[src/rtl/reg_dump_reader.sv]
// reg_dump_reader: walks a register file through one read port and streams each word with its address over valid/ready.
// Optional checksum trailer beat enabled by defining REG_DUMP_CHECKSUM_EN.
module reg_dump_reader #(
    parameter int FILE_WIDTH    = 32,
    parameter int REG_ADD_WIDTH = 5,
    parameter int NUM_REGS      = 32
) (
    input  logic                     CLK,
    input  logic                     rst,
    input  logic                     start,
    output logic                     busy,
    output logic                     done,
    output logic [REG_ADD_WIDTH-1:0] rd_addr,
    input  logic [FILE_WIDTH-1:0]    rd_data,
    output logic                     out_valid,
    input  logic                     out_ready,
    output logic [FILE_WIDTH-1:0]    out_data,
    output logic [REG_ADD_WIDTH-1:0] out_addr,
    output logic                     out_last
);

    typedef enum logic [2:0] {
        S_IDLE  = 3'd0,
        S_FETCH = 3'd1,
        S_SEND  = 3'd2,
        S_CSUM  = 3'd3,
        S_DONE  = 3'd4
    } state_t;

    localparam logic [REG_ADD_WIDTH-1:0] LAST_ADDR = REG_ADD_WIDTH'(NUM_REGS - 1);
    localparam logic [REG_ADD_WIDTH-1:0] ADDR_ZERO = {REG_ADD_WIDTH{1'b0}};
    localparam logic [REG_ADD_WIDTH-1:0] ADDR_ONE  = REG_ADD_WIDTH'(1);
    localparam logic [FILE_WIDTH-1:0]    DATA_ZERO = {FILE_WIDTH{1'b0}};

    state_t                   state_q, state_d;
    logic [REG_ADD_WIDTH-1:0] addr_q, addr_d;
    logic                     valid_q, valid_d;
    logic [FILE_WIDTH-1:0]    data_q, data_d;
    logic [REG_ADD_WIDTH-1:0] oaddr_q, oaddr_d;
    logic                     last_q, last_d;
    logic                     hs_s;
    logic                     at_last_s;

`ifdef REG_DUMP_CHECKSUM_EN
    logic [FILE_WIDTH-1:0]    csum_q, csum_d;

    // Running XOR of every word captured during the current dump.
    always_ff @(posedge CLK) begin
        if (rst) begin
            csum_q <= DATA_ZERO;
        end else begin
            csum_q <= csum_d;
        end
    end
`endif

    assign hs_s      = valid_q && out_ready;
    assign at_last_s = (addr_q == LAST_ADDR);

    // Next-state and beat-register logic for the dump sequencer.
    always_comb begin
        state_d = state_q;
        addr_d  = addr_q;
        valid_d = valid_q;
        data_d  = data_q;
        oaddr_d = oaddr_q;
        last_d  = last_q;
`ifdef REG_DUMP_CHECKSUM_EN
        csum_d  = csum_q;
`endif
        case (state_q)
            S_IDLE: begin
                if (start) begin
                    addr_d  = ADDR_ZERO;
`ifdef REG_DUMP_CHECKSUM_EN
                    csum_d  = DATA_ZERO;
`endif
                    state_d = S_FETCH;
                end else begin
                    state_d = S_IDLE;
                end
            end
            S_FETCH: begin
                data_d  = rd_data;
                oaddr_d = addr_q;
                valid_d = 1'b1;
`ifdef REG_DUMP_CHECKSUM_EN
                last_d  = 1'b0;
                csum_d  = csum_q ^ rd_data;
`else
                last_d  = at_last_s;
`endif
                state_d = S_SEND;
            end
            S_SEND: begin
                if (hs_s) begin
                    if (!at_last_s) begin
                        addr_d  = addr_q + ADDR_ONE;
                        valid_d = 1'b0;
                        state_d = S_FETCH;
                    end else begin
`ifdef REG_DUMP_CHECKSUM_EN
                        // Trailer beat: accumulated XOR, reported at address 0.
                        data_d  = csum_q;
                        oaddr_d = ADDR_ZERO;
                        last_d  = 1'b1;
                        valid_d = 1'b1;
                        state_d = S_CSUM;
`else
                        valid_d = 1'b0;
                        state_d = S_DONE;
`endif
                    end
                end else begin
                    state_d = S_SEND;
                end
            end
`ifdef REG_DUMP_CHECKSUM_EN
            S_CSUM: begin
                if (hs_s) begin
                    valid_d = 1'b0;
                    state_d = S_DONE;
                end else begin
                    state_d = S_CSUM;
                end
            end
`endif
            S_DONE: begin
                state_d = S_IDLE;
            end
            default: begin
                state_d = S_IDLE;
                valid_d = 1'b0;
            end
        endcase
    end

    // State and beat registers with synchronous reset.
    always_ff @(posedge CLK) begin
        if (rst) begin
            state_q <= S_IDLE;
            addr_q  <= ADDR_ZERO;
            valid_q <= 1'b0;
            data_q  <= DATA_ZERO;
            oaddr_q <= ADDR_ZERO;
            last_q  <= 1'b0;
        end else begin
            state_q <= state_d;
            addr_q  <= addr_d;
            valid_q <= valid_d;
            data_q  <= data_d;
            oaddr_q <= oaddr_d;
            last_q  <= last_d;
        end
    end

    assign busy      = (state_q == S_FETCH) || (state_q == S_SEND) || (state_q == S_CSUM);
    assign done      = (state_q == S_DONE);
    assign rd_addr   = addr_q;
    assign out_valid = valid_q;
    assign out_data  = data_q;
    assign out_addr  = oaddr_q;
    assign out_last  = last_q;

endmodule
[config.mk]
export PLATFORM = sky130hd
export DESIGN_NAME = reg_dump_reader
export DESIGN_NICKNAME = d
export VERILOG_FILES = /design/src/rtl/reg_dump_reader.sv
export SDC_FILE = /design/constraint.sdc
export NUM_CORES = 1
export LEC_CHECK = 0
export CORE_MARGIN = 5
export CORE_UTILIZATION = 30
export DETAILED_ROUTE_END_ITERATION = 10
export PLACE_DENSITY = 0.63
export SLEW_MARGIN = 5
export SYNTH_ARGS = -nofsm -noshare
export SYNTH_HDL_FRONTEND = slang
export SYNTH_SLANG_ARGS = --single-unit
export TNS_END_PERCENT = 50
[constraint.sdc]
create_clock -name CLK -period 2 [get_ports CLK]
set_input_delay 0.5 -clock CLK [delete_from_list [all_inputs] [get_ports CLK]]
set_output_delay 0.5 -clock CLK [all_outputs]
set_load 0.01 [all_outputs]
### After elaboration in Yosys (flattened, before gate mapping)

Index checks and enable logic that the tools add are counted.

* bits in registers: 47
* bits in latches: 0
* memory bits (writable): 0
* memory bits (read-only): 0
* bits of input ports: 36
* output and inout port bits: 46
* logic and storage cells: 34
* memories: 0

* add/subtract/negate cells: 1
* multiply operators: 0
* divide/modulo/power cells: 0
* magnitude comparators: 0
* eq/ne operators: 8
* shift operators: 0
* multiplexer cells: 10
* bitwise operators: 1
* reduce and logical (&&, ||, !) cells: 8

Operators by type and width (count)
* $mux W5: 3
* $pmux W5 S2: 1
* $pmux W3 S3: 1
* $eq A3 B2 Y1 const B: 2
* $mux W3: 2
* $ne A2 B2 Y1 const B: 3
* $add A5 B1 Y5 const B: 1
* $eq A5 B5 Y1 const B: 1
* $reduce_and A4 Y1: 1
* $eq A3 B1 Y1 const B: 1
* $eq A3 B3 Y1 const B: 1
* $logic_not A3 Y1: 1
* $pmux W1 S3: 1
* $logic_or A1 B1 Y1: 2
* $mux W1: 2
* $reduce_and A2 Y1: 1
* $reduce_bool A2 Y1: 1
* $reduce_or A2 Y1: 1
* $logic_and A1 B1 Y1: 1
* $not A1 Y1: 1

### Logic depth before layout (Yosys ltp)

* depth after elaboration: 4
* gate-level depth with buffers: 6
* mapped depth without buffers: 6

### Least setup slack after synthesis

Ideal clock, no wire load.

* path kind: register to register
* start point: register addr_q[0], in the netlist rd_addr[0]
* end point: register addr_q[2], in the netlist rd_addr[2]
* setup time: 0.122 ns
* arrival: 2.089 ns
* required time: 1.878 ns
* path slack: -0.211 ns
* stages on the path, launching flop included: 7
* buffers on the path: 0
* clock period less this slack: 2.211 ns
* cells stage by stage: dfxtp_1 > ha_1 > and3_1 > ha_1 > or4b_4 > o21a_2 > a311o_1

* elaborated cells between the ends (all ways): 7

RTL lines
* start, declared: RTL line 36 `logic [REG_ADD_WIDTH-1:0] addr_q, addr_d;`
* start signal, assigned: RTL line 149 `addr_q <= addr_d;`
* $eq A5 B5 Y1: RTL line 58 `assign at_last_s = (addr_q == LAST_ADDR);`
* net at_last_s: RTL line 42 `logic at_last_s;`
* $ne A2 B2 Y1 (no line)
* $reduce_and A4 Y1 (no line)

The timed path passes the listed nets, and every way through them passes these cells. The select of a mux whose other input is x is not followed.
A chain may end at the register's enable or synchronous reset.

### Worst setup path in the final report

* start point: register addr_q[0], in the netlist rd_addr[0]
* end point: register addr_q[3], in the netlist rd_addr[3]

The elaborated chain is that of the path after synthesis.

==> impl_metrics.csv <==
group,metric,value,unit
finish,fillers,552,
worst_setup_path,critPathMaxFanout,3,
grt,grt_max_degree,27,
grt,grt_pass1_vias,1633,
routing,wl_per_cell,13.3,µm
worst_setup_path,criticalPathCategory,"register to register",
run,maxCapViolCount,0,
sta,finalCritPeriodShare,98.6,%
routing,totalWireLength,5070,µm
finish,antenna_cells,0,
cts,ctsHoldBuffers,0,
power_and_ir_drop,power.density,675,nW/µm²
worst_setup_path,arrival,2.21,ns
worst_hold_path,timing.hold.worst_path_depth,2,
cts,cts_setup_buffers,0,
cts,clk_pin_slew,0.09,ns
floorplanning,die_w,87.0,µm
grt,antenna_found_initial,0,
routing,drt_iter0_drc,13,
synthesis,netlist_instances,216,
floorplanning,ios,82,
grt,grt_remaining_overflow,0,
grt,grt_use_total,13.1,%
synthesis,ys_ff_latch,47,
cts,cts_max_path_buffers,2,
routing,first_pass_iters,4,
grt,grt_pass1_wl,7890,µm
sta,finClkSkew,0.00517,ns
routing,vias,1736,
cts,cts.sinks,47,
power_and_ir_drop,power_leakage,1.07,nW
floorplanning,dieArea,7570,µm²
worst_setup_path,worst-endpoint-required,2.24,ns
worst_setup_path,start_kind,"register",
cts,root_buffer,"clkbuf_8",
floorplanning,chipHeight,87.0,µm
finish,area_growth,66.1,%
worst_setup_path,crit_slowest_cell,"or4b_4",
synthesis,synth_area,1780,µm²
power_and_ir_drop,peakVddDrop,0.423,mV
finish,fin_nets,343,
finish,utilization,50.5,%
sta,tightest_slew,0.340,ns
finish,final_common_cell,"nand2_1",
cts,cts_buffers,5,
synthesis,synth_seq_area_share,52.9,%
sta,timing.final.ws_setup,0.0286,ns
synthesis,avgSynthCellArea,8.23,µm²
finish,drive_above_1_share,13.7,%
sta,setup_viol,0,
cts,clk_latency,0.29,ns
routing,ant_nets,0,
routing,via_per_inst,4.56,
finish,seq_area,952,µm²
worst_setup_path,worst_setup_path_end_kind,"register",
floorplanning,rows,28,
worst_setup_path,cpPeakStageDelay,0.50,ns
worst_setup_path,cp_cell_sequence,"ha_4 -> and3_4 -> ha_4 -> or4b_4 -> or4b_4 -> nand3_2",
worst_hold_path,min_path_type,"register to register",
worst_setup_path,r2r_cells,6,
placed_design,port_buffers,81,
sta,hold_viol,0,
finish,multi_input_area,832,µm²
synthesis,syn_nets,254,
sta,rsz0062_at_grt,"yes",
placed_design,routabilityCongestion,0.758,
run_status,status,"finished clean",
cts,h-tree-depth,2,
floorplanning,coreArea,5850,µm²
routing,remaining_drc_errors,0,
sta,max_freq,507,MHz
synthesis,synth_warnings,0,
floorplanning,start_util,30.4,%
cts,cts_tree,"done",
synthesis,ys_types,30,
placed_design,hpwl,3600,µm
sta,min_period,1.97,ns
sta,max_slew_margin,77.3,%
finish,final_cell_mix,"nand2_1, clkdlybuf4s50_1, dfxtp_1",
placed_design,post-place-ws,-0.0118,ns
sta,maxSlewViolCount,0,
==> stage by stage <==
step / cells / setup TNS, ns / hold slack [ns] / instance area [µm²] / power (W)
global placement: 373 / -0.00555 / 0.441 / 2800 / 0.00135
CTS: 381 / 0 / 0.461 / 2930 / 0.00203
floorplan: 216 / -0.0334 / 0.481 / 1820 / 0.00115
detailed placement: 373 / -0.0186 / 0.448 / 2800 / 0.00135
finish: 381 / 0 / 0.457 / 2950 / 0.00199
global route: 381 / -0.0183 / 0.476 / 2950 / 0.00209
==> power by group <==
part | internal [W] | total, W | switching [W]
Clock | 0.000354 | 0.000664 | 0.000309
Combinational | 0.000188 | 0.000329 | 0.000141
Sequential | 0.000974 | 0.00100 | 0.0000268
Total | 0.00152 | 0.00199 | 0.000477
==> synthesized netlist by cell type <==
library cell  number  share of area, %
buf_2              5               1.4
a31o_2             1              0.49
o2111ai_1          1              0.49
nor3b_1            1              0.42
nor2_1             3              0.63
and3b_1            1              0.49
inv_1              1              0.21
a211oi_1           1              0.42
ha_1               2               1.4
or4b_4             1              0.77
or3b_2             1              0.49
nand3b_1           2              0.84
clkbuf_1           9               1.9
nor4b_1            1              0.49
mux2i_1            2               1.1
and4_1             1              0.49
nand2b_1           2              0.70
and3_1             1              0.35
or4b_1             2               1.1
nor4_1             2              0.70
a2111oi_2          1              0.84
a21oi_1           39                11
nand3_1            3              0.84
dfxtp_1           47                53
nand2_1           81                17
buf_6              1              0.63
o21a_2             1              0.49
and2_1             1              0.35
o21ai_0            1              0.28
a311o_1            1              0.56
==> what timing repair did <==
item	CTS	global route
setup endpoints to repair	5	6
cloned	0	0
gates resized for setup	2	8
pin swaps	2	2
==> worst max-delay path, delay by kind of cell, from the launching register on <==
kind	cells	cell delay, ns
flip-flops	1	0.36
AND/OR/NAND/NOR	4	1.26
adder cells (fa/ha/maj)	2	0.30
==> kinds of logic (layout without fill, tap and decap cells) <==
logic type	after synthesis	in the layout	synth area share (%)
and+or+nand+nor	103	103	25.8
AOI/OAI and AO/OA	46	46	14.6
DFF	47	47	52.9
adders and majority gates	2	2	1.41
muxes	2	2	1.13
buffers and inverters	16	106	4.15
==> worst paths after layout <==
| check | from | end | slack, ns |
|---|---|---|---|
| max | rd_addr[0]$_SDFFE_PP0P_ | rd_addr[3]$_SDFFE_PP0P_ | 0.03 |
| min | out_data[20]$_SDFFE_PP0P_ | out_data[20]$_SDFFE_PP0P_ | 0.46 |
| max reg2reg | rd_addr[0]$_SDFFE_PP0P_ | rd_addr[3]$_SDFFE_PP0P_ | 0.03 |
| min reg2reg | out_data[20]$_SDFFE_PP0P_ | out_data[20]$_SDFFE_PP0P_ | 0.46 |
==> layout make-up <==
type / instances / share of cell area [%]
Clock buffer: 7 / 3.64
Clock inverter: 1 / 0.169
Inverter: 1 / 0.127
Multi-Input combinational cell: 153 / 28.2
Sequential cell: 47 / 32.2
Tap cell: 75 / 3.18
Timing Repair Buffer: 97 / 32.5
==> state kept, by name, indices dropped and copies added, names as in the netlist <==
name / count
out_data: 32
out_addr: 5
rd_addr: 5
state_q: 3
out_last: 1
out_valid: 1
==> routing by layer <==
| layer | vias up | routed length (µm) | GRT usage, % |
|---|---|---|---|
| met5 | - | 0 | 0 |
| met4 | 0 | 38 | 3.40 |
| met3 | 5 | 478 | 5.20 |
| met2 | 58 | 2230 | 20.1 |
| met1 | 778 | 2310 | 17.1 |
| li1 | 895 | - | - |
Power figures use the tool's default switching activity.
